### config.mk
export PLATFORM = sky130hd
export DESIGN_NAME = result_fmt
export DESIGN_NICKNAME = d
export VERILOG_FILES = /design/src/rtl/result_fmt.sv
export SDC_FILE = /design/constraint.sdc
export NUM_CORES = 1
export LEC_CHECK = 0
export BUFFER_PORTS_ARGS = -buffer_cell sky130_fd_sc_hd__buf_4
export CELL_PAD_IN_SITES_DETAIL_PLACEMENT = 1
export CELL_PAD_IN_SITES_GLOBAL_PLACEMENT = 1
export CORE_UTILIZATION = 47
export DETAILED_ROUTE_END_ITERATION = 6
export PLACE_DENSITY = 0.79
export RECOVER_POWER = 25
export SYNTH_ARGS = -nofsm -noshare
export SYNTH_HDL_FRONTEND = slang
export SYNTH_SLANG_ARGS = --single-unit
### constraint.sdc
create_clock -name clk -period 2.6 [get_ports clk]
set_clock_uncertainty 0.15 [all_clocks]
set_input_delay 0.13 -clock clk [delete_from_list [all_inputs] [get_ports clk]]
set_output_delay 0.13 -clock clk [all_outputs]
set_load 0.005 [all_outputs]
### src/rtl/result_fmt.sv
// result_fmt: turns a 32-bit ALU result into ASCII decimal bytes for a UART.
// Define RESULT_FMT_CRLF_EN to append CR/LF after the digits.
//
// Ports:
//   clk       system clock; all state changes on its rising edge
//   n_rst     asynchronous active-low reset
//   alu_done  result-valid level from the ALU (a rising edge starts a job)
//   dtype     4'h1 = signed result, any other value = unsigned
//   calc_res  32-bit result from the ALU
//   tx_ready  UART can take a byte this cycle
//   tx_valid  tx_data holds a byte to send
//   tx_data   ASCII byte
//   fmt_busy  high in every state except IDLE
//   fmt_done  one-cycle pulse once the last byte has been taken
module result_fmt (
    input  logic        clk,
    input  logic        n_rst,
    input  logic        alu_done,
    input  logic [3:0]  dtype,
    input  logic [31:0] calc_res,
    input  logic        tx_ready,
    output logic        tx_valid,
    output logic [7:0]  tx_data,
    output logic        fmt_busy,
    output logic        fmt_done
);

    localparam logic [2:0] ST_IDLE  = 3'd0;
    localparam logic [2:0] ST_CONV  = 3'd1;
    localparam logic [2:0] ST_SIGN  = 3'd2;
    localparam logic [2:0] ST_DIGIT = 3'd3;
    localparam logic [2:0] ST_CR    = 3'd4;
    localparam logic [2:0] ST_LF    = 3'd5;
    localparam logic [2:0] ST_DONE  = 3'd6;

    logic [2:0]  state_q, state_d;
    logic        alu_done_q;
    logic        neg_q, neg_d;
    logic [31:0] bin_q, bin_d;
    logic [39:0] bcd_q, bcd_d;
    logic [4:0]  cnt_q, cnt_d;
    logic [3:0]  dig_q, dig_d;

    logic        start;
    logic        cap_neg;
    logic [39:0] bcd_adj;
    logic [39:0] bcd_shift;
    logic [31:0] bin_shift;
    logic [3:0]  lead;
    logic [3:0]  cur_dig;
    logic        unused_msb;

    // Only a 0->1 change of alu_done starts a job; a held level does not.
    assign start   = alu_done & ~alu_done_q;
    assign cap_neg = (dtype == 4'h1) & calc_res[31];

    // Double dabble step: add 3 to every digit >= 5, then shift left by one
    // bringing in the next binary bit (MSB first).
    always_comb begin
        bcd_adj = bcd_q;
        for (int i = 0; i < 10; i++) begin
            if (bcd_q[4*i +: 4] >= 4'd5) begin
                bcd_adj[4*i +: 4] = bcd_q[4*i +: 4] + 4'd3;
            end
        end
    end

    // The top digit never exceeds 4 for a 32-bit input, so its
    // adjusted MSB is always zero and is simply dropped.
    assign bcd_shift  = {bcd_adj[38:0], bin_q[31]};
    assign bin_shift  = {bin_q[30:0], 1'b0};
    assign unused_msb = bcd_adj[39];

    // Index of the most significant non-zero digit of the final BCD value.
    // DIGIT starts there, so leading zeros cost no cycles; 0 when all zero.
    always_comb begin
        lead = 4'd0;
        for (int i = 1; i < 10; i++) begin
            if (bcd_shift[4*i +: 4] != 4'd0) begin
                lead = 4'(i);
            end
        end
    end

    assign cur_dig = bcd_q[{dig_q, 2'b00} +: 4];

    always_comb begin
        state_d  = state_q;
        neg_d    = neg_q;
        bin_d    = bin_q;
        bcd_d    = bcd_q;
        cnt_d    = cnt_q;
        dig_d    = dig_q;
        tx_valid = 1'b0;
        tx_data  = 8'h00;
        fmt_busy = (state_q != ST_IDLE);
        fmt_done = 1'b0;

        case (state_q)
            ST_IDLE: begin
                if (start) begin
                    neg_d   = cap_neg;
                    bin_d   = cap_neg ? (~calc_res + 32'd1) : calc_res;
                    bcd_d   = 40'd0;
                    cnt_d   = 5'd0;
                    dig_d   = 4'd0;
                    state_d = ST_CONV;
                end
            end

            ST_CONV: begin
                bin_d = bin_shift;
                bcd_d = bcd_shift;
                cnt_d = cnt_q + 5'd1;
                if (cnt_q == 5'd31) begin
                    dig_d   = lead;
                    state_d = neg_q ? ST_SIGN : ST_DIGIT;
                end
            end

            ST_SIGN: begin
                tx_valid = 1'b1;
                tx_data  = 8'h2D;
                if (tx_ready) begin
                    state_d = ST_DIGIT;
                end
            end

            ST_DIGIT: begin
                tx_valid = 1'b1;
                tx_data  = {4'h3, cur_dig};
                if (tx_ready) begin
                    if (dig_q == 4'd0) begin
`ifdef RESULT_FMT_CRLF_EN
                        state_d = ST_CR;
`else
                        state_d = ST_DONE;
`endif
                    end else begin
                        dig_d = dig_q - 4'd1;
                    end
                end
            end

            ST_CR: begin
                tx_valid = 1'b1;
                tx_data  = 8'h0D;
                if (tx_ready) begin
                    state_d = ST_LF;
                end
            end

            ST_LF: begin
                tx_valid = 1'b1;
                tx_data  = 8'h0A;
                if (tx_ready) begin
                    state_d = ST_DONE;
                end
            end

            ST_DONE: begin
                fmt_done = 1'b1;
                state_d  = ST_IDLE;
            end

            default: begin
                state_d = ST_IDLE;
            end
        endcase
    end

    always_ff @(posedge clk or negedge n_rst) begin
        if (!n_rst) begin
            state_q    <= ST_IDLE;
            alu_done_q <= 1'b0;
            neg_q      <= 1'b0;
            bin_q      <= 32'd0;
            bcd_q      <= 40'd0;
            cnt_q      <= 5'd0;
            dig_q      <= 4'd0;
        end else begin
            state_q    <= state_d;
            alu_done_q <= alu_done;
            neg_q      <= neg_d;
            bin_q      <= bin_d;
            bcd_q      <= bcd_d;
            cnt_q      <= cnt_d;
            dig_q      <= dig_d;
        end
    end

endmodule

==> results of run 1 <==
==> cell families (layout without fill, tap and decap cells) <==
kind of cell | after synthesis | in the layout | share of synthesized area
other | 1 | 2 | 0.000637
buffers and inverters | 71 | 144 | 0.0483
AOI/OAI and AO/OA | 209 | 209 | 0.221
DFF | 86 | 86 | 0.366
muxes | 32 | 32 | 0.0721
adders and majority gates | 24 | 24 | 0.0510
xor gates and xnor gates | 34 | 34 | 0.0506
and+or+nand+nor | 202 | 202 | 0.190
==> layout by cell type (no fill, tap or decap), types with 5 or more instances in the layout <==
| cell | instances |
|---|---|
| a21oi_1 | 42 |
| a22oi_1 | 23 |
| a32o_1 | 11 |
| buf_4 | 64 |
| clkbuf_16 | 9 |
| dfrtp_1 | 86 |
| dlygate4sd3_1 | 32 |
| ha_1 | 24 |
| inv_1 | 30 |
| mux2i_1 | 21 |
| mux4_2 | 8 |
| nand2_1 | 39 |
| nand2b_1 | 13 |
| nand3_1 | 45 |
| nor2_1 | 30 |
| nor3_1 | 13 |
| nor3b_1 | 13 |
| o21ai_0 | 86 |
| o31ai_1 | 9 |
| or3b_2 | 5 |
| xnor2_1 | 26 |
| xor2_1 | 8 |
==> flip-flops by register name (all words and copies together) (netlist names) <==
signal / cells
dig_q: 4
state_q: 3
cnt_q: 5
bin_q: 32
alu_done_q: 1
bcd_q: 40
neg_q: 1
==> worst max-delay path by stage <==
stage,depth (start not counted),slack (ns),endpoint,startpoint
3_3_place_gp,8,0.23,dig_q[0],bcd_q[8]
5_1_grt,8,-0.04,dig_q[0],bcd_q[32]
3_5_place_dp,8,0.09,dig_q[0],bcd_q[8]
6_report,8,0.13,dig_q[0],bcd_q[32]
2_1_floorplan,10,0.27,dig_q[1],dig_q[0]
4_1_cts,9,0.05,dig_q[0],cnt_q[0]
==> repair_timing <==
action | CTS | global route
setup buffers | 0 | 0
gates resized for setup | 0 | 9
hold buffers | 32 | 0
endpoints found under the hold margin | 70 | 0
endpoints found under the setup margin | 0 | 2
==> cell type report <==
type | instances | area share
multi-input combinational | 503 | 0.495
sequential | 86 | 0.304
timing repair buffer | 100 | 0.118
clock buffer | 11 | 0.0343
tap | 168 | 0.0297
inverter | 30 | 0.0159
clock inverter | 3 | 0.00318
==> worst max-delay path, stage by stage, from the launching register on <==
cell	delay, ns
dfrtp_1	0.45
inv_1	0.14
ha_1	0.27
nand2b_1	0.10
a21oi_1	0.30
mux2i_1	0.37
nor4_2	0.13
o2111a_1	0.17
a211o_1	0.27
==> routing by layer <==
| metal | part of all wire | routed length [um] | vias to the layer above | global-route usage |
|---|---|---|---|---|
| li1 | - | - | 2556 | - |
| met2 | 0.50 | 9100 | 148 | 0.502 |
| met5 | 0 | 0 | - | 0 |
| met3 | 0.041 | 746 | 44 | 0.0409 |
| met1 | 0.43 | 7850 | 2805 | 0.382 |
| met4 | 0.028 | 512 | 0 | 0.119 |
==> where the power goes <==
group          switching, W  internal (W)
Clock              0.000545      0.000664
Sequential         0.000603       0.00185
Combinational       0.00242       0.00181
==> per-stage QoR <==
stage	setup TNS, ns	hold slack (ns)	setup WS (ns)
5_1_grt	-0.0388	0.0175	-0.0388
2_1_floorplan	0	-0.316	0.267
6_report	0	-0.00251	0.129
3_3_place_gp	0	0.0223	0.232
3_5_place_dp	0	0.0297	0.0921
4_1_cts	0	0.00118	0.0537
==> results.sh, run 1 <==
export IMPL_status="complete, but fails checks"
export IMPL_violations="hold timing"
export IMPL_grt_max_degree=49
export IMPL_async_flop_share=1.00
export IMPL_synth_area_leaders="dfrtp_1 (37%), o21ai_0 (7.3%), ha_1 (5.1%)"
export IMPL_rr_worst_depth=8
export IMPL_diodes=0
export IMPL_grt_first_pass_wirelength_um=30000
export IMPL_fp_dieW_um=114
export IMPL_yosys_top_cells_count="dfrtp_1 (86), o21ai_0 (86), nand3_1 (46), a21oi_1 (45), nand2_1 (40)"
export IMPL_p_per_area_nw_per_um2=1110
export IMPL_yosys_warnings=0
export IMPL_cp_start_kind="flip-flop"
export IMPL_final_setup_viol_count=0
export IMPL_cts_root_buffer="clkbuf_16"
export IMPL_ys_seq_area_frac=0.366
export IMPL_num_vias=5553
export IMPL_stdcell_count=901
export IMPL_holdWs_ns=-0.00251
export IMPL_min_from="calc_res[3]"
export IMPL_worst_pin_slew_ns=1.14
export IMPL_synth_cell_types=65
export IMPL_wl_per_cell_um=20.2
export IMPL_port_buffers=48
export IMPL_syn_avg_cell_area_sq_um=8.93
export IMPL_period_share=0.950
export IMPL_clock_fmax_ghz=0.405
export IMPL_antenna_left=0
export IMPL_area_delta_synth_final_pct=20.3
export IMPL_r2r_start="bcd_q[32]"
export IMPL_hold_viol=1
export IMPL_ys_seq_elements=86
export IMPL_power_total_w=0.00789
export IMPL_first_iter_violations=348
export IMPL_ios=51
export IMPL_synth_edf_count=0
export IMPL_dp_cells=855
export IMPL_netlist_instances=659
export IMPL_routed_wl_um=18200
export IMPL_worstHoldPathType="in2reg"
export IMPL_cts_buffers=9
export IMPL_cts_sinks=86
export IMPL_grt_usage=0.296
export IMPL_max_cap_violations=0
export IMPL_fill_cells=1397
export IMPL_yosysTopAreaCell="dfrtp_1"
export IMPL_grt_pass1_vias=5927
export IMPL_clkSlewWorstSetupHoldPaths_ns=0.06
export IMPL_synth_top_area_share=0.366
export IMPL_start_util=0.486
export IMPL_drive_above_1_share=0.164
export IMPL_period_minus_slack_ns=2.47
export IMPL_antenna_found_initial=0
export IMPL_nets=794
export IMPL_dieArea_sq_um=13000
export IMPL_cp_arrival_ns=2.55
export IMPL_synth_ff_type="dfrtp_1"
export IMPL_r2r_slack_ns=0.13
export IMPL_fin_util=0.584
export IMPL_cp_required_ns=2.68
export IMPL_grt_overflow=0
export IMPL_place_congestion=0.796
export IMPL_syn_cell_area_sq_um=5880
export IMPL_placed_area_sq_um=6470
export IMPL_final_area_sq_um=7080
export IMPL_h_tree_depth=3
export IMPL_p_leak_nw=3.00
export IMPL_crit_path_end_kind="flip-flop"
export IMPL_finalMaxSlewViolations=0
export IMPL_rows=40
export IMPL_hpwl_um=12300
export IMPL_core_area_sq_um=12100
export IMPL_worstReg2RegEnd="dig_q[0]"
export IMPL_vdd_drop_max_mv=0.509
export IMPL_first_pass_iters=5
export IMPL_whs_path_depth=3
export IMPL_register_area_sq_um=2150
export IMPL_clockBufferDepth=2
export IMPL_relSlewSlack=0.243
export IMPL_critPathKind="reg2reg"
export IMPL_whs_endpoint="bin_q[3]"
export IMPL_clk_latency_ns=0.35
export IMPL_crit_fanout=7
export IMPL_vias_per_cell=6.16
export IMPL_cts_tree="done"
export IMPL_die_h_um=114
export IMPL_multiInputGateArea_sq_um=3500
export IMPL_drc=0
Power figures use the tool's default switching activity.
==> inputs of run 2 (changes only) <==
--- a/config.mk
+++ b/config.mk
@@ -12,6 +12,7 @@
 export DETAILED_ROUTE_END_ITERATION = 6
 export PLACE_DENSITY = 0.79
 export RECOVER_POWER = 25
+export SETUP_SLACK_MARGIN = 0.15
 export SYNTH_ARGS = -nofsm -noshare
 export SYNTH_HDL_FRONTEND = slang
 export SYNTH_SLANG_ARGS = --single-unit
==> run 2 against run 1 <==
  * The run still ends with hold timing left
  * First-iteration DRC count is 8.6% lower
  * Total power up 4.0%
  * Fmax grew 0.91%
  * Setup slack gained 0.022 ns
  * Final cell count rose by 0.78%
  * Critical endpoint is now bin_q[25]
  * Largest cell class unchanged
==> results.sh, run 2 (synthesized netlist as in run 1, its figures left out) <==
export IMPL_status="complete, but fails checks"
export IMPL_violations="hold timing"
export IMPL_critPathKind="in2reg"
export IMPL_cts_tree="done"
export IMPL_period_minus_slack_ns=2.45
export IMPL_period_share=0.942
export IMPL_vias_per_cell=6.16
export IMPL_hold_viol=2
export IMPL_finalMaxSlewViolations=0
export IMPL_grt_first_pass_wirelength_um=30200
export IMPL_grt_overflow=0
export IMPL_final_common_cell="o21ai_0"
export IMPL_drc=0
export IMPL_port_buffers=48
export IMPL_area_delta_synth_final_pct=24.1
export IMPL_grt_max_degree=49
export IMPL_dp_cells=855
export IMPL_routed_wl_um=19200
export IMPL_wl_per_cell_um=21.2
export IMPL_crit_path_end_kind="flip-flop"
export IMPL_core_area_sq_um=12100
export IMPL_ios=51
export IMPL_first_iter_violations=318
export IMPL_cp_start_kind="input port"
export IMPL_worst_pin_slew_ns=1.13
export IMPL_cp_required_ns=2.68
export IMPL_nets=801
export IMPL_cts_root_buffer="clkbuf_16"
export IMPL_fin_util=0.603
export IMPL_crit_fanout=5
export IMPL_fp_dieW_um=114
export IMPL_first_pass_iters=7
export IMPL_largest_reg_flops=40
export IMPL_place_congestion=0.796
export IMPL_power_total_w=0.00820
export IMPL_die_h_um=114
export IMPL_vdd_drop_max_mv=0.530
export IMPL_holdWs_ns=-0.00226
export IMPL_rsz0062_at_grt="yes"
export IMPL_regMostFlops="bcd_q"
export IMPL_finalSetupTns_ns=0
export IMPL_stdcell_count=908
export IMPL_cts_sinks=86
export IMPL_hpwl_um=12300
export IMPL_h_tree_depth=3
export IMPL_start_util=0.486
export IMPL_grt_pass1_vias=5985
export IMPL_clockBufferDepth=2
export IMPL_clkSlewWorstSetupHoldPaths_ns=0.06
export IMPL_relSlewSlack=0.247
export IMPL_fill_cells=1382
export IMPL_clock_fmax_ghz=0.408
export IMPL_diodes=0
export IMPL_layout_common_cells="o21ai_0 (85), dfrtp_1 (79), buf_4 (67)"
export IMPL_cp_arrival_ns=2.53
export IMPL_p_leak_nw=3.11
export IMPL_antenna_left=0
export IMPL_drive_above_1_share=0.209
export IMPL_num_vias=5592
export IMPL_final_setup_viol_count=0
export IMPL_grt_usage=0.298
export IMPL_p_per_area_nw_per_um2=1120
export IMPL_cts_buffers=9
export IMPL_dieArea_sq_um=13000
export IMPL_r2r_slack_ns=0.18
export IMPL_rows=40
export IMPL_reg_largest_list="bcd_q (40), bin_q (32), cnt_q (5)"
export IMPL_clk_latency_ns=0.35
export IMPL_max_cap_violations=0
export IMPL_antenna_found_initial=0
export IMPL_worstHoldPathType="in2reg"
run 2: cell count changes in the layout (fill, tap and decap cells not counted), moves of 4 or more:
cell / previous run / this run
buf_6: 0 / 5
dfrtp_1: 86 / 79
dfrtp_2: 0 / 7
dlygate4sd3_1: 32 / 28
ha_1: 24 / 20
ha_2: 0 / 4
nor3_1: 13 / 9
run 2: metrics by stage:
stage                     instance area (sq um)  setup WS (ns)
after global routing                       7300         0.0354
after floorplan                            5890          0.267
final                                      7300          0.151
after detailed placement                   6470         0.0921
after global placement                     6470          0.232
after CTS                                  7070          0.139
run 2: power by group:
group          switching, W  total (W)  internal, W
Clock              0.000555    0.00122     0.000664
Sequential         0.000626    0.00248      0.00186
Combinational       0.00255    0.00450      0.00195
Total               0.00373    0.00820      0.00447
run 2: worst paths after layout:
check | to | start | cells past startpoint
max | bin_q[25] | calc_res[15] | 9
min reg2reg | cnt_q[3] | cnt_q[3] | 1
min in group asynchronous | bcd_q[39] | n_rst | 2
max in group asynchronous | bcd_q[5] | n_rst | 3
max reg2reg | dig_q[1] | cnt_q[0] | 9
min | bin_q[23] | calc_res[23] | 3
run 2: critical path: stages:
cell,delay [ns]
dlygate4sd3_1,0.56
buf_4,0.17
or4_4,0.45
nor4_4,0.28
buf_4,0.18
nand3_2,0.16
nor3_1,0.31
or4_1,0.19
nand3_1,0.09
run 2: per-layer routing:
metal  routed length, um  part of all wire  vias up  track usage
met5                   0                 0        -            0
met4                 459             0.024        0        0.126
met3                 679             0.035       46       0.0441
met2                9800              0.51      142        0.502
met1                8270              0.43     2830        0.383
li1                    -                 -     2574            -
run 2: final cells by class:
class,count,area (sq um),area share
multi-input combinational,503,3640,0.499
sequential,86,2160,0.296
timing repair buffer,107,911,0.125
clock buffer,11,243,0.0332
tap,168,210,0.0288
inverter,30,113,0.0154
clock inverter,3,22.5,0.00308
run 2: what timing repair did:
action	in CTS	in global routing
gates resized for setup	5	50
setup buffers	0	8
pin swaps	0	10
endpoints found under the setup margin	3	33
hold buffers	31	0
hold endpoints to repair	70	0
